<file path="src/rtl/deserializador_pkg.sv">
// Shared types and default sizes for the serial front end and the fila queue.
package deserializador_pkg;

    localparam int DEFAULT_WIDTH = 8;   // bits per word
    localparam int DEFAULT_DEPTH = 8;   // fila capacity in words

    typedef enum logic {
        S_COLLECT = 1'b0,
        S_READY   = 1'b1
    } state_t;

endpackage

</file>
<file path="src/rtl/deserializador.sv">
// Serial-to-parallel front end: collects WIDTH bits MSB-first and pushes the
// completed word into fila with a one-cycle enqueue pulse, holding it while
// fila reports full.
module deserializador
    import deserializador_pkg::*;
#(
    parameter int WIDTH = DEFAULT_WIDTH,
    parameter int DEPTH = DEFAULT_DEPTH
) (
    input  logic             clk_10KHz,
    input  logic             reset,
    input  logic             data_in,
    input  logic             write_in,
    input  logic [WIDTH-1:0] len_in,
    output logic [WIDTH-1:0] data_out,
    output logic             enqueue_out,
    output logic             status_out
);

    localparam int                 CNT_W     = (WIDTH > 1) ? $clog2(WIDTH) : 1;
    localparam logic [CNT_W-1:0]   LAST_BIT  = CNT_W'(WIDTH - 1);
    localparam logic [WIDTH-1:0]   DEPTH_LEN = WIDTH'(DEPTH);

    state_t           state;
    state_t           next_state;
    // Only the WIDTH-1 most recent bits need storing: the WIDTH-th bit goes
    // straight from data_in into data_out together with these.
    logic [WIDTH-2:0] sr;
    logic [CNT_W-1:0] cnt;
    logic [WIDTH-1:0] shifted;
    logic             accept;
    logic             last_bit;
    logic             has_room;

    // Bit acceptance and queue-room decode
    always_comb begin
        shifted  = {sr, data_in};
        accept   = (state == S_COLLECT) && write_in;
        last_bit = accept && (cnt == LAST_BIT);
        // Occupancy above DEPTH is treated the same as exactly full.
        has_room = (len_in < DEPTH_LEN);
    end

    // State register
    always_ff @(posedge clk_10KHz) begin
        if (reset) state <= S_COLLECT;
        else       state <= next_state;
    end

    // Next-state logic
    always_comb begin
        next_state = state;
        case (state)
            S_COLLECT: if (last_bit) next_state = S_READY;
            S_READY:   if (has_room) next_state = S_COLLECT;
            default:   next_state = S_COLLECT;
        endcase
    end

    // Busy flag decoded straight from the state register, so it is glitch-free
    always_comb begin
        status_out = (state == S_READY);
    end

    // Shift register, bit counter, output word and enqueue pulse
    always_ff @(posedge clk_10KHz) begin
        if (reset) begin
            sr          <= '0;
            cnt         <= '0;
            data_out    <= '0;
            enqueue_out <= 1'b0;
        end else begin
            // Pulse lands in the cycle after the push decision, together with
            // the return to S_COLLECT.
            enqueue_out <= (state == S_READY) && has_room;
            if (accept) begin
                sr  <= shifted[WIDTH-2:0];
                cnt <= last_bit ? '0 : cnt + 1'b1;
            end
            // data_out only moves on word completion, so it is stable across
            // the whole hold and pulse window.
            if (last_bit) data_out <= shifted;
        end
    end

endmodule
</file>
<file path="config.mk">
export PLATFORM = sky130hd
export DESIGN_NAME = deserializador
export DESIGN_NICKNAME = d
export VERILOG_FILES = /design/src/rtl/deserializador_pkg.sv /design/src/rtl/deserializador.sv
export SDC_FILE = /design/constraint.sdc
export NUM_CORES = 1
export LEC_CHECK = 0
export CAP_MARGIN = 20
export CORE_ASPECT_RATIO = 0.75
export CORE_MARGIN = 8
export CORE_UTILIZATION = 35
export DETAILED_ROUTE_END_ITERATION = 10
export HOLD_SLACK_MARGIN = 0.03
export PLACE_DENSITY = 0.65
export SLEW_MARGIN = 20
export SYNTH_ARGS = -nofsm -noshare
export SYNTH_HDL_FRONTEND = slang
export SYNTH_SLANG_ARGS = --single-unit
</file>
<file path="constraint.sdc">
create_clock -name clk_10KHz -period 3.45 [get_ports clk_10KHz]
set_input_delay 0.5175 -clock clk_10KHz [delete_from_list [all_inputs] [get_ports clk_10KHz]]
set_output_delay 0.5175 -clock clk_10KHz [all_outputs]
set_load 0.02 [all_outputs]
</file>
---- Yosys cells after proc, flatten, opt, wreduce, memory -nomap -nowiden ----
Index checks and enable logic that the tools add are counted.
word-level totals
  output and inout port bits .............. 10
  register bits after elaboration ......... 20
  word-level logic and storage cells ...... 16
  bits of input ports ..................... 12
operators by class
  reductions and logical operators ........ 3
  muxes and demuxes ....................... 4
  bitwise gates (word level) .............. 1
  equal/unequal tests ..................... 1
  $add $sub $neg .......................... 1
  order comparisons ....................... 1
operators by type and width
  kind                                                                  count
  8-bit by 4-bit < comparator with 1-bit output, second input constant  1
  3-bit by 1-bit adder with 3-bit output, second input constant         1
  3-bit equality test, second input constant                            1
  1-bit logical AND                                                     3
  3-bit 2-to-1 mux                                                      1
  1-bit 2-to-1 mux                                                      2
  1-bit one-hot mux with 2 select lines                                 1
  1-bit NOT                                                             1

---- Logic depth before layout (Yosys ltp) ----
Gate-level depths: netlist (run 1).
  depth after elaboration ................. 5
  gate-level depth with buffers ........... 6
  depth with buffers taken out ............ 5

---- Least setup slack after synthesis (run 1) ----
No wires, ideal clock.
  kind .................................... input port to flip-flop
  start point ............................. input len_in[7]
  end point ............................... register state (netlist: status_out)
  path slack .............................. 2.074 ns
  data arrival time ....................... 1.240 ns
  library setup time ...................... 0.137 ns
  data required time ...................... 3.313 ns
  stages .................................. 3
  buffers on the path ..................... 0
  cell sequence ........................... or4_4 > o21ai_1 > a21oi_1
on the way
  word-level cells in the longest chain between the ends .. 3
RTL lines
  what                                           RTL line              text
  start: declaration                             deserializador.sv:14  input logic [WIDTH-1:0] len_in,
  8-bit by 4-bit < comparator with 1-bit output  deserializador.sv:41  has_room = (len_in < DEPTH_LEN);
  1-bit 2-to-1 mux                               deserializador.sv:55  S_READY: if (has_room) next_state = S_COLLECT;
  1-bit one-hot mux with 2 select lines          deserializador.sv:53  case (state)
  end signal: assignment                         deserializador.sv:47  else state <= next_state;
  end: declaration                               deserializador.sv:24  state_t state;
No other way between the ends.
A chain may end at the register's enable or synchronous reset.

---- Final worst setup path (run 1) ----
  start point ............................. register state (netlist: status_out)
  end point ............................... output status_out
RTL lines
  what              RTL line              text
  end: declaration  deserializador.sv:17  output logic status_out
No word-level cell between the ends.

==> out/metrics.cfg, run 1 <==
[floorplanning]
fp.dieW_um=69.8
coreArea_mm2=0.00203
num_rows=14
die_area_mm2=0.00393
io-pin-count=22
dieHeight_um=56.3
initial_core_util_pct=37.4

[worst_setup_path]
crit_arrival_ns=1.39
crit_path_top_delay_cell=clkdlybuf4s50_1
worstPathRequired_ns=2.93
worstSetupPathType=flip-flop to output port
max_stage_delay_ns=0.64
worst_path_dominant_cell_family=buffers and inverters
crit_chain=clkdlybuf4s50_1
cp-start-kind=flip-flop
worst-path-max-fanout=7
critPathBufInv=1
worst_setup_path_end_kind=output port

[drt]
ant_nets=0
routed_wirelength_mm=1.64
viasPerCell=4.88
drc_errors=0
drt_first_pass_iters=4
wl_per_cell_um=12.6
num_vias=635
drtIter0Drc=13

[global_routing]
grt_pass1_wl_mm=2.80
grt_use_total_pct=8.80
antenna_found_initial=0
grt_max_degree=21
overflow=0
first_global_vias=600

[synth]
ys_ff_latch=20
syn-num-nets=103
syn_area_um2=759
syn-mean-instance-area_um2=8.53
synth.distinct_cells=15
ys.warnings.count=0
synth-seq-area-share_pct=52.7
netlist_instances=89

[clock_tree]
cts_tree=done
cts-htree-levels=1
cts_buffer_depth=2
cts-root-buf=clkbuf_4
cts-resized-gates=0
cts_num_sinks=20
cts.hold.buffers_added=0
post-cts-setup-buffers=0
cts_buffers=3
insertion_delay_ns=0.31
path_clk_slew_ns=0.12

[placement]
dp_hpwl_mm=1.17
place_congestion=0.683
io_buffer_count=18
dp_slack_ns=1.34

[layout]
layout-drive-gt1-share_pct=5.66
layout_commonest_cell=nand2_1
fillers=200
area_growth_pct=31.6
final_nets=121
most-common-layout-cells=32 x nand2_1, 20 x dfxtp_1, 18 x a21oi_1, 18 x clkdlybuf4s50_1
num_antenna_cells=0

[power]
leakage_uw=0.000345
powerDensity_mw_per_mm2=456
ir_drop_uv=324

[sta]
fin_skew_ns=0.0102
hold_viol=0
max_freq_mhz=526
slew_headroom_pct=49.3
fin_crit_sh_pct=55.2
setup_ws_ns=1.55
worst_pin_slew_ns=0.758
min_period_ns=1.90
rsz0062_at_grt=false
final-setup-viol-count=0
setup_tns_ns=0
drv_slew=0

[flow_run]
drv_cap=0

[run_status]
outcome=finished clean

[hold_path]
min_path_type=flip-flop to flip-flop

final timing paths:
kind	startpoint	end	slack [ns]	cells after the start
worst min register to register	data_out[6]$_SDFFE_PP0P_	data_out[6]$_SDFFE_PP0P_	0.46	2
worst max-delay path	status_out$_SDFF_PP0_	status_out	1.55	1
worst max register to register	cnt[0]$_SDFFE_PP0P_	data_out[5]$_SDFFE_PP0P_	2.02	5
worst min-delay path	data_out[6]$_SDFFE_PP0P_	data_out[6]$_SDFFE_PP0P_	0.46	2
registers in the layout (all words and copies together) (netlist names):
signal,flops
sr,7
status_out,1
data_out,8
cnt,3
enqueue_out,1
power by group:
part / switching [uW] / total [uW] / internal (uW) / leakage [uW]
Clock: 77.1 / 195 / 118 / 0.0000279
Sequential: 2.31 / 237 / 234 / 0.000162
Combinational: 12.5 / 25.0 / 12.5 / 0.000155
Total: 91.9 / 456 / 364 / 0.000345
metrics by stage:
step	cell area (um2)	power, uW	hold WS (ns)	util (%)	cells
3_3_place_gp	947	266	0.442	46.6	126
4_1_cts	1000	460	0.464	49.2	130
2_1_floorplan	759	254	0.432	-	89
3_5_place_dp	947	267	0.449	46.6	126
6_report	1000	456	0.461	49.2	130
5_1_grt	1000	471	0.488	49.2	130
layer usage:
layer | track usage (%) | vias to the layer above | wire length (um) | share of wire (%)
li1 | - | 330 | - | -
met1 | 8.20 | 289 | 715 | 44
met2 | 15.6 | 14 | 787 | 48
met3 | 5.09 | 2 | 115 | 7.0
met4 | 3.43 | 0 | 17 | 1.0
met5 | 0 | - | 0 | 0
cell type report:
type / count / area [um2] / area share, %
clock buffers: 3 / 22.5 / 2.25
clock inverters: 1 / 30.0 / 3.00
multi-input cells: 64 / 337 / 33.7
flip-flops and latches: 20 / 400 / 40.1
repair buffers: 18 / 180 / 18.0
well taps: 24 / 30.0 / 3.00
cells in the mapped netlist:
| cell | n | area share (%) |
|---|---|---|
| mux2i_1 | 1 | 1.3 |
| nor2_1 | 2 | 0.99 |
| nand3b_1 | 3 | 3.0 |
| nor4b_4 | 1 | 3.1 |
| o21ai_1 | 1 | 0.66 |
| clkbuf_1 | 2 | 0.99 |
| nand2b_1 | 1 | 0.82 |
| ha_1 | 2 | 3.3 |
| buf_2 | 3 | 2.0 |
| or4_4 | 1 | 1.5 |
| dfxtp_1 | 20 | 53 |
| and3b_1 | 1 | 1.2 |
| nand2_1 | 32 | 16 |
| a21oi_1 | 18 | 12 |
| nor2b_1 | 1 | 0.82 |
kinds of logic (layout without fill, tap and decap cells):
| logic type | Yosys count | count (layout) | synth area share (%) |
|---|---|---|---|
| AOI/OAI and AO/OA | 19 | 19 | 12.5 |
| adders and majority gates | 2 | 2 | 3.29 |
| buffers and inverters | 5 | 22 | 2.97 |
| DFF | 20 | 20 | 52.7 |
| muxes | 1 | 1 | 1.32 |
| and+or+nand+nor | 42 | 42 | 27.2 |
(Power assumes the default switching activity.)
==> run 2: changes to the inputs <==
--- a/config.mk
+++ b/config.mk
@@ -11,7 +11,7 @@
 export CORE_UTILIZATION = 35
 export DETAILED_ROUTE_END_ITERATION = 10
 export HOLD_SLACK_MARGIN = 0.03
-export PLACE_DENSITY = 0.65
+export PLACE_DENSITY = 0.67
 export SLEW_MARGIN = 20
 export SYNTH_ARGS = -nofsm -noshare
 export SYNTH_HDL_FRONTEND = slang
==> constraint.sdc (replaced) <==
create_clock -name clk_10KHz -period 1.57 [get_ports clk_10KHz]
set_input_delay 0.2355 -clock clk_10KHz [delete_from_list [all_inputs] [get_ports clk_10KHz]]
set_output_delay 0.2355 -clock clk_10KHz [all_outputs]
set_load 0.02 [all_outputs]
==> out/metrics.cfg, run 2 (synthesis results as in run 1) <==
[run_status]
outcome=finished clean  ; unchanged

[global_routing]
grt_use_total_pct=7.91  ; was 8.80%
grt_pass1_wl_mm=2.57  ; was 2.80 mm
grt_max_degree=19  ; was 21
antenna_found_initial=0  ; unchanged
overflow=0  ; unchanged
first_global_vias=550  ; was 600

[sta]
setup_tns_ns=0  ; unchanged
holdWs_ns=0.460  ; was 0.461 ns
fin_skew_ns=0.00299  ; was 0.0102 ns
fin_crit_sh_pct=95.4
min_period_ns=1.50
drv_slew=0  ; unchanged
rsz0062_at_grt=false  ; unchanged
slew_headroom_pct=75.8  ; was 49.3%
max_freq_mhz=668
worst_pin_slew_ns=0.363  ; was 0.758 ns
final-setup-viol-count=0  ; unchanged
hold_viol=0  ; unchanged

[hold_path]
hold_depth=2  ; unchanged
min_path_type=flip-flop to flip-flop  ; unchanged
min_from=data_out[4]$_SDFFE_PP0P_  ; was data_out[6]$_SDFFE_PP0P_
min_to=data_out[4]$_SDFFE_PP0P_  ; was data_out[6]$_SDFFE_PP0P_

[clock_tree]
path_clk_slew_ns=0.11  ; was 0.12 ns
cts_buffer_depth=2  ; unchanged
cts_buffers=3  ; unchanged
cts.hold.buffers_added=0  ; unchanged
cts-htree-levels=1  ; unchanged
cts-root-buf=clkbuf_4  ; unchanged
cts_num_sinks=20  ; unchanged
insertion_delay_ns=0.30  ; was 0.31 ns
cts_tree=done  ; unchanged

[drt]
num_vias=622  ; was 635
ant_nets=0  ; unchanged
wl_per_cell_um=11.9  ; was 12.6 um
routed_wirelength_mm=1.57  ; was 1.64 mm
viasPerCell=4.71  ; was 4.88
drtIter0Drc=22  ; was 13
drt_first_pass_iters=5  ; was 4
drc_errors=0  ; unchanged

[layout]
post-route-util_pct=49.1  ; was 49.2%
layout_commonest_cell=nand2_1  ; unchanged
top_register=data_out  ; unchanged
area_growth_pct=31.3  ; was 31.6%
num_antenna_cells=0  ; unchanged
final_nets=123  ; was 121
finalNonFillerCells=132  ; was 130
layout-drive-gt1-share_pct=7.41  ; was 5.66%
most-common-layout-cells=32 x nand2_1, 20 x dfxtp_1, 18 x a21oi_1  ; was 32 x nand2_1, 20 x dfxtp_1, 18 x a21oi_1, 18 x clkdlybuf4s50_1
reg.largest.list=data_out x8, sr x7, cnt x3  ; unchanged
largest_register_ffs=8  ; unchanged

[placement]
io_buffer_count=18  ; unchanged
place_inst=128  ; was 126
dp_hpwl_mm=1.16  ; was 1.17 mm
place_congestion=0.749  ; was 0.683

[floorplanning]
coreArea_mm2=0.00203  ; unchanged
initial_core_util_pct=37.4  ; unchanged
fp.dieW_um=69.8  ; unchanged
io-pin-count=22  ; unchanged
dieHeight_um=56.3  ; unchanged
num_rows=14  ; unchanged
die_area_mm2=0.00393  ; unchanged

[worst_setup_path]
crit_chain=clkdlybuf4s50_1  ; unchanged
max_stage_delay_ns=0.61  ; was 0.64 ns
crit_arrival_ns=1.26  ; was 1.39 ns
worst-path-max-fanout=2  ; was 7
reg2reg_depth=5  ; unchanged
r2r-start=cnt[0]$_SDFFE_PP0P_  ; unchanged
worst_path_dominant_cell_family=buffers and inverters  ; unchanged
worstPathRequired_ns=1.33  ; was 2.93 ns
critPathBufInv=1  ; unchanged
worst_setup_path_end_kind=output port  ; unchanged
cp-start-kind=flip-flop  ; unchanged
r2r-end=data_out[7]$_SDFFE_PP0P_  ; was data_out[5]$_SDFFE_PP0P_
crit_path_top_delay_cell=clkdlybuf4s50_1  ; unchanged
worstSetupPathType=flip-flop to output port  ; unchanged
r2r_slack_ns=0.19  ; was 2.02 ns

[power]
leakage_uw=0.000352  ; was 0.000345 uW
powerDensity_mw_per_mm2=877  ; was 456 mW/mm2
ir_drop_uv=506  ; was 324 uV

[flow_run]
drv_cap=0  ; unchanged

==> run 2: cell count changes in the layout (fill, tap and decap cells not counted) <==
| cell | before | now |
|---|---|---|
| bufinv_16 | 1 | 0 |
| dlygate4sd2_1 | 0 | 1 |
| clkdlybuf4s50_1 | 18 | 17 |
| buf_4 | 0 | 2 |
| clkbuf_8 | 0 | 1 |
==> run 2: worst max-delay path by stage <==
stage,start,to,slack (ns),cells after the start
floorplan,cnt[0]$_SDFFE_PP0P_,data_out[0]$_SDFFE_PP0P_,0.33,6
global placement,len_in[7],status_out$_SDFF_PP0_,0.04,4
detailed placement,len_in[7],status_out$_SDFF_PP0_,0.02,4
CTS,data_out[6]$_SDFFE_PP0P_,data_out[6],0.06,1
global route,data_out[1]$_SDFFE_PP0P_,data_out[1],0.01,1
finish,data_out[6]$_SDFFE_PP0P_,data_out[6],0.07,1
==> run 2: area by class of cell <==
| class | instances | area (um2) |
|---|---|---|
| multi-input cells | 64 | 337 |
| repair buffers | 20 | 194 |
| fillers | 196 | 1030 |
| clock buffers | 4 | 36.3 |
| well taps | 24 | 30.0 |
| flip-flops and latches | 20 | 400 |
==> run 2: per-stage QoR <==
step | cell area (um2) | total power, uW | setup slack (ns)
3_5_place_dp | 962 | 590 | 0.0243
3_3_place_gp | 962 | 588 | 0.0404
5_1_grt | 997 | 914 | 0.0115
6_report | 997 | 874 | 0.0730
2_1_floorplan | 759 | 559 | 0.332
4_1_cts | 997 | 882 | 0.0630
==> run 2: what timing repair did <==
| action | in CTS | in global routing |
|---|---|---|
| endpoints found under the setup margin | 1 | 0 |
| endpoints found under the hold margin | 0 | 0 |
| gates resized for setup | 1 | 0 |
| buffers inserted | 0 | 0 |
==> run 2: metal layers <==
layer  global-route usage, %  vias up  wire length [um]
li1                        -      330                 -
met1                    9.25      278               752
met2                    12.1       14               675
met3                    5.26        0               142
met4                   0.857        0                 0
met5                       0        -                 0
==> run 2: power breakdown <==
| part | internal [uW] | total [uW] | switching, uW |
|---|---|---|---|
| sequential | 515 | 520 | 5.11 |
| combinational | 30.5 | 58.5 | 28.0 |
| clock | 142 | 296 | 155 |
| total | 687 | 874 | 188 |
